[src/rtl/mult_sched_pkg.sv]
// Shared types and constants for the multiplier-sharing scheduler.
package mult_sched_pkg;

  localparam int unsigned OP_W             = 32;
  localparam int unsigned PROD_W           = 64;
  localparam int unsigned DRAIN_CYCLES_DEF = 40;

  typedef enum logic [4:0] {
    S_DRAIN = 5'b00001,
    S_IDLE  = 5'b00010,
    S_ISSUE = 5'b00100,
    S_WAIT  = 5'b01000,
    S_RESP  = 5'b10000
  } state_t;

  // Index width that stays legal for a single requester.
  function automatic int unsigned idx_width(input int unsigned n);
    return (n > 1) ? $clog2(n) : 1;
  endfunction

endpackage

[src/rtl/mult_sched_rr_arbiter.sv]
// Combinational round-robin arbiter: search starts just after last_grant.
module rr_arbiter
  import mult_sched_pkg::*;
#(
  parameter int unsigned N     = 2,
  parameter int unsigned IDX_W = idx_width(N)
) (
  input  logic [N-1:0]     req,
  input  logic [IDX_W-1:0] last_grant,
  output logic [N-1:0]     grant,
  output logic [IDX_W-1:0] grant_idx
);

  logic w_found;

  // Two passes: indices above the pointer first, then wrap to the rest.
  always_comb begin
    grant     = '0;
    grant_idx = '0;
    w_found   = 1'b0;
    for (int i = 0; i < int'(N); i++) begin
      if (!w_found && req[i] && (i > int'(last_grant))) begin
        w_found   = 1'b1;
        grant[i]  = 1'b1;
        grant_idx = IDX_W'(i);
      end
    end
    for (int i = 0; i < int'(N); i++) begin
      if (!w_found && req[i] && (i <= int'(last_grant))) begin
        w_found   = 1'b1;
        grant[i]  = 1'b1;
        grant_idx = IDX_W'(i);
      end
    end
  end

endmodule

[src/rtl/mult_sched.sv]
// Round-robin scheduler sharing one iterative multiplier among NREQ requesters.
module mult_sched
  import mult_sched_pkg::*;
#(
  parameter int unsigned NREQ         = 2,
  parameter int unsigned DRAIN_CYCLES = DRAIN_CYCLES_DEF
) (
  input  logic                 clk,
  input  logic                 rst,
  input  logic [NREQ-1:0]      req_valid,
  input  logic [OP_W*NREQ-1:0] req_op1,
  input  logic [OP_W*NREQ-1:0] req_op2,
  output logic [NREQ-1:0]      req_ready,
  output logic [NREQ-1:0]      resp_valid,
  input  logic [NREQ-1:0]      resp_ready,
  output logic [PROD_W-1:0]    resp_product,
  output logic                 busy,
  output logic                 mult_begin,
  output logic [OP_W-1:0]      mult_op1,
  output logic [OP_W-1:0]      mult_op2,
  input  logic [PROD_W-1:0]    product,
  input  logic                 mult_end
);

  localparam int unsigned IDX_W = idx_width(NREQ);
  localparam int unsigned CNT_W = $clog2(DRAIN_CYCLES + 1);

  state_t              r_state;
  state_t              w_state_nxt;
  logic [CNT_W-1:0]    r_cnt;
  logic [IDX_W-1:0]    r_ptr;
  logic [IDX_W-1:0]    r_id;
  logic [IDX_W-1:0]    w_grant_idx;
  logic [NREQ-1:0]     w_grant;
  logic [OP_W-1:0]     r_op1;
  logic [OP_W-1:0]     r_op2;
  logic [OP_W-1:0]     w_sel_op1;
  logic [OP_W-1:0]     w_sel_op2;
  logic [PROD_W-1:0]   r_product;
  logic [NREQ-1:0]     r_resp_valid;
  logic                r_busy;
  logic                r_mult_begin;
  logic                w_accept;
  logic                w_resp_take;
  logic                w_drain_done;

  rr_arbiter #(.N(NREQ), .IDX_W(IDX_W)) u_arb (
    .req        (req_valid),
    .last_grant (r_ptr),
    .grant      (w_grant),
    .grant_idx  (w_grant_idx)
  );

  assign req_ready    = (r_state == S_IDLE) ? w_grant : '0;
  assign w_accept     = |(req_valid & req_ready);
  assign w_resp_take  = resp_ready[r_id];
  assign w_drain_done = (r_cnt == CNT_W'(DRAIN_CYCLES - 1));

  // Operand mux driven by the one-hot grant.
  always_comb begin
    w_sel_op1 = '0;
    w_sel_op2 = '0;
    for (int i = 0; i < int'(NREQ); i++) begin
      if (w_grant[i]) begin
        w_sel_op1 = req_op1[i*OP_W +: OP_W];
        w_sel_op2 = req_op2[i*OP_W +: OP_W];
      end
    end
  end

  always_ff @(posedge clk or posedge rst) begin
    if (rst) r_state <= S_DRAIN;
    else     r_state <= w_state_nxt;
  end

  always_comb begin
    w_state_nxt = r_state;
    case (r_state)
      S_DRAIN: if (w_drain_done) w_state_nxt = S_IDLE;
      S_IDLE:  if (w_accept)     w_state_nxt = S_ISSUE;
      S_ISSUE:                   w_state_nxt = S_WAIT;
      S_WAIT:  if (mult_end)     w_state_nxt = S_RESP;
      S_RESP:  if (w_resp_take)  w_state_nxt = S_IDLE;
      default:                   w_state_nxt = S_DRAIN;
    endcase
  end

  // Datapath and registered outputs, derived from the next state.
  always_ff @(posedge clk or posedge rst) begin
    if (rst) begin
      r_cnt        <= '0;
      r_ptr        <= IDX_W'(NREQ - 1);
      r_id         <= '0;
      r_op1        <= '0;
      r_op2        <= '0;
      r_product    <= '0;
      r_resp_valid <= '0;
      r_busy       <= 1'b1;
      r_mult_begin <= 1'b0;
    end else begin
      r_cnt <= (r_state == S_DRAIN) ? r_cnt + CNT_W'(1) : '0;
      if (w_accept) begin
        r_op1 <= w_sel_op1;
        r_op2 <= w_sel_op2;
        r_id  <= w_grant_idx;
        r_ptr <= w_grant_idx;
      end
      if ((r_state == S_WAIT) && mult_end) r_product <= product;
      r_mult_begin <= (w_state_nxt == S_ISSUE);
      r_busy       <= (w_state_nxt != S_IDLE);
      r_resp_valid <= (w_state_nxt == S_RESP) ? (NREQ'(1) << r_id) : '0;
    end
  end

  assign resp_valid   = r_resp_valid;
  assign resp_product = r_product;
  assign busy         = r_busy;
  assign mult_begin   = r_mult_begin;
  assign mult_op1     = r_op1;
  assign mult_op2     = r_op2;

endmodule
[config.mk]
export PLATFORM = sky130hd
export DESIGN_NAME = mult_sched
export DESIGN_NICKNAME = d
export VERILOG_FILES = /design/src/rtl/mult_sched_pkg.sv /design/src/rtl/mult_sched_rr_arbiter.sv /design/src/rtl/mult_sched.sv
export SDC_FILE = /design/constraint.sdc
export NUM_CORES = 1
export LEC_CHECK = 0
export ABC_AREA = 0
export ABC_CLOCK_PERIOD_IN_PS = 4900
export BUFFER_PORTS_ARGS = -buffer_cell sky130_fd_sc_hd__buf_2
export CAP_MARGIN = 20
export CORE_ASPECT_RATIO = 0.9
export CORE_MARGIN = 2
export CORE_UTILIZATION = 30
export CTS_BUF_LIST = sky130_fd_sc_hd__clkbuf_16
export CTS_CLUSTER_SIZE = 12
export DETAILED_ROUTE_END_ITERATION = 6
export GPL_TIMING_DRIVEN = 0
export SLEW_MARGIN = 10
export SYNTH_ARGS = -nofsm -noshare
export SYNTH_HDL_FRONTEND = slang
export SYNTH_SLANG_ARGS = --single-unit
[constraint.sdc]
create_clock -name clk -period 4.9 [get_ports clk]
set_input_delay 0.49 -clock clk [delete_from_list [all_inputs] [get_ports clk]]
set_output_delay 0.49 -clock clk [all_outputs]
set_load 0.02 [all_outputs]
==> results_dict.tcl <==
set metrics [dict create \
    post-route-min-period_ps 2830 \
    initial_core_util_pct 30.6 \
    numCtsBuffers 17 \
    setup_viol 0 \
    vias_per_cell 4.76 \
    cp_data_arrival_time_ps 2340 \
    rr_worst_depth 5 \
    p_leak_uw 0.00454 \
    overflow 0 \
    ys_warn_count 0 \
    final_util_pct 43.2 \
    drcViolationCount 0 \
    cts_buffer_depth 2 \
    port_buffers 331 \
    rsz0062_at_grt "false" \
    clock_skew_ps 14.4 \
    die_height_um 142 \
    powerDensity_nw_per_um2 346 \
    async_flop_share_pct 100 \
    relSlewSlack_pct 54.6 \
    grt_usage_pct 17.0 \
    post-cts-setup-buffers 0 \
    cts_sinks 145 \
    grt_max_degree 90 \
    vias 5179 \
    min_path_type "in2async" \
    fmax_ghz 0.354 \
    dp_hpwl_mm 14.7 \
    clk_latency_ps 420 \
    grt_pass1_vias 5101 \
    io-pin-count 333 \
    cp_data_required_time_ps 4410 \
    drt_first_pass_iters 4 \
    ir_worst_vdd_v 0.000195 \
    final-max-slew-violation-count 0 \
    min_period_over_period_pct 57.7 \
    coreArea_um2 20800 \
    layout.cells.non_filler 1088 \
    synth_enable_flop_cells 0 \
    reg2reg_slack_ps 3000 \
    avgRoutedWirePerCell_um 18.0 \
    grt_pass1_wl_mm 28.5 \
    antenna_left 0 \
    maxCapViolCount 0 \
    dp_cells 1057 \
    crit_type "reg2out" \
    post_cts_resize_count 0 \
    status "finished clean" \
    nets 990 \
    antenna_cells 0 \
    yosysSeqAreaShare_pct 57.0 \
    drive_above_1_share_pct 57.2 \
    wirelength_mm 19.5 \
    dieArea_um2 22400 \
    clk_pin_slew_ps 70 \
    first_iter_violations 257 \
    syn_area_um2 6380 \
    synth-seq-cells 145 \
    cts_tree "done" \
    synth_nets 639 \
    finalHoldViolations 0 \
    endpoint_kind "output pin" \
    gp_congestion 0.777 \
    avgSynthCellArea_um2 14.5 \
    cts_root_buffer "clkbuf_16" \
    die_x_um 158 \
    ys.flop_type "dfrtp_1" \
    start_kind "register" \
    crit_fanout 10 \
    tightest_slew_ps 681 \
    syn_inst 439 \
    std_cell_rows 50 \
    post_synth_num_cell_types 37 \
    areaGrowthSynthToFinish_pct 41.2 \
    htree_levels 4 \
    hold_buffers 0 \
    antenna_found_initial 1 \
]
-- through the flow --
stage | hold WS (ps) | setup WS [ps] | TNS (ps) | power (uW) | area [um^2]
2_1_floorplan | 433 | 520 | 0 | 1630 | 6380
3_3_place_gp | 450 | -1280 | -178960 | 1840 | 8390
3_5_place_dp | 464 | 2420 | 0 | 1850 | 8430
4_1_cts | 81.2 | 1990 | 0 | 3160 | 9000
5_1_grt | 91.2 | 1870 | 0 | 3260 | 9000
6_report | 85.2 | 2070 | 0 | 3110 | 9000
-- layout by cell type, fill, tap and decap left out, types with 4 or more instances in the layout --
master | netlist | routed
nor2_1 | 6 | 6
clkbuf_1 | 16 | 16
inv_6 | 0 | 5
buf_2 | 17 | 348
o2bb2ai_1 | 65 | 65
mux2_2 | 5 | 5
buf_12 | 6 | 6
nand3_1 | 5 | 5
mux2_4 | 60 | 60
clkbuf_16 | 0 | 17
dfrtp_1 | 142 | 142
a32oi_1 | 64 | 64
nand2_1 | 5 | 5
nor2b_1 | 4 | 4
-- layer usage --
metal  vias to the layer above  part of all wire [%]  GRT usage (%)  wire length, um
li1                       2439                     -              -                -
met1                      2475                    42           20.6             8180
met2                       242                    48           28.0             9450
met3                        23                   7.7           6.24             1510
met4                         0                   2.1           5.45              410
met5                         -                     0              0                0
-- final timing paths --
path | to | startpoint
min reg2reg | r_cnt[0] | r_cnt[0]
min | r_state[4] | rst
min in group clk | resp_product[30] | product[30]
max reg2reg | mult_op1[3] | r_ptr
max | req_ready[0] | r_state[4]
max in group asynchronous | mult_op1[3] | rst
-- report_power, final --
group	internal, uW	switching [uW]	leakage [uW]
sequential	1290	57.4	0.00190
clock	756	534	0.000280
combinational	211	263	0.00236
total	2260	855	0.00454
-- flip-flops by register name, summed over array words and instances (netlist names) --
register	count
mult_begin	1
resp_product	64
r_cnt	6
r_ptr	1
busy	1
mult_op2	32
mult_op1	32
r_id	1
r_state	5
resp_valid	2
-- synth_stat cells (3+ instances only) --
master,n,area share [%]
a21oi_1,3,0.24
a32oi_1,64,8.8
and3_1,3,0.29
buf_1,3,0.18
buf_12,6,1.9
buf_2,17,1.3
clkbuf_1,16,0.94
dfrtp_1,142,56
dfstp_2,3,1.2
inv_1,4,0.24
mux2_2,5,0.88
mux2_4,60,14
nand2_1,5,0.29
nand3_1,5,0.39
nand3b_1,3,0.35
nor2_1,6,0.35
nor2b_1,4,0.39
o21ai_0,3,0.24
o2bb2ai_1,65,8.9
-- worst max-delay path, stage by stage, from the launching register on --
cell and delay (ps):
dfrtp_1 450, nor4_4 370, nand2_1 300, buf_2 320, buf_6 180, nor2_1 120, buf_2 180
-- layout make-up --
class                      count  area, um^2
tap                          286         358
inverter                       4        22.5
timing repair buffer         332        1680
clock inverter                14         153
buffer                        44         299
multi-input combinational    246        2430
clock buffer                  17         425
fill                        1991       11800
sequential                   145        3630
-- cell families (layout without fill, tap and decap cells) --
| group | after synthesis | count (layout) | synth area share (%) |
|---|---|---|---|
| xor gates and xnor gates | 3 | 3 | 0.412 |
| muxes | 65 | 65 | 15.0 |
| adders and majority gates | 1 | 1 | 0.196 |
| AOI/OAI and AO/OA | 142 | 142 | 19.1 |
| DFF | 145 | 145 | 57.0 |
| and+or+nand+nor | 35 | 35 | 3.36 |
| buffers and inverters | 48 | 411 | 4.93 |
Note: power is estimated with default switching activity, not from simulation.
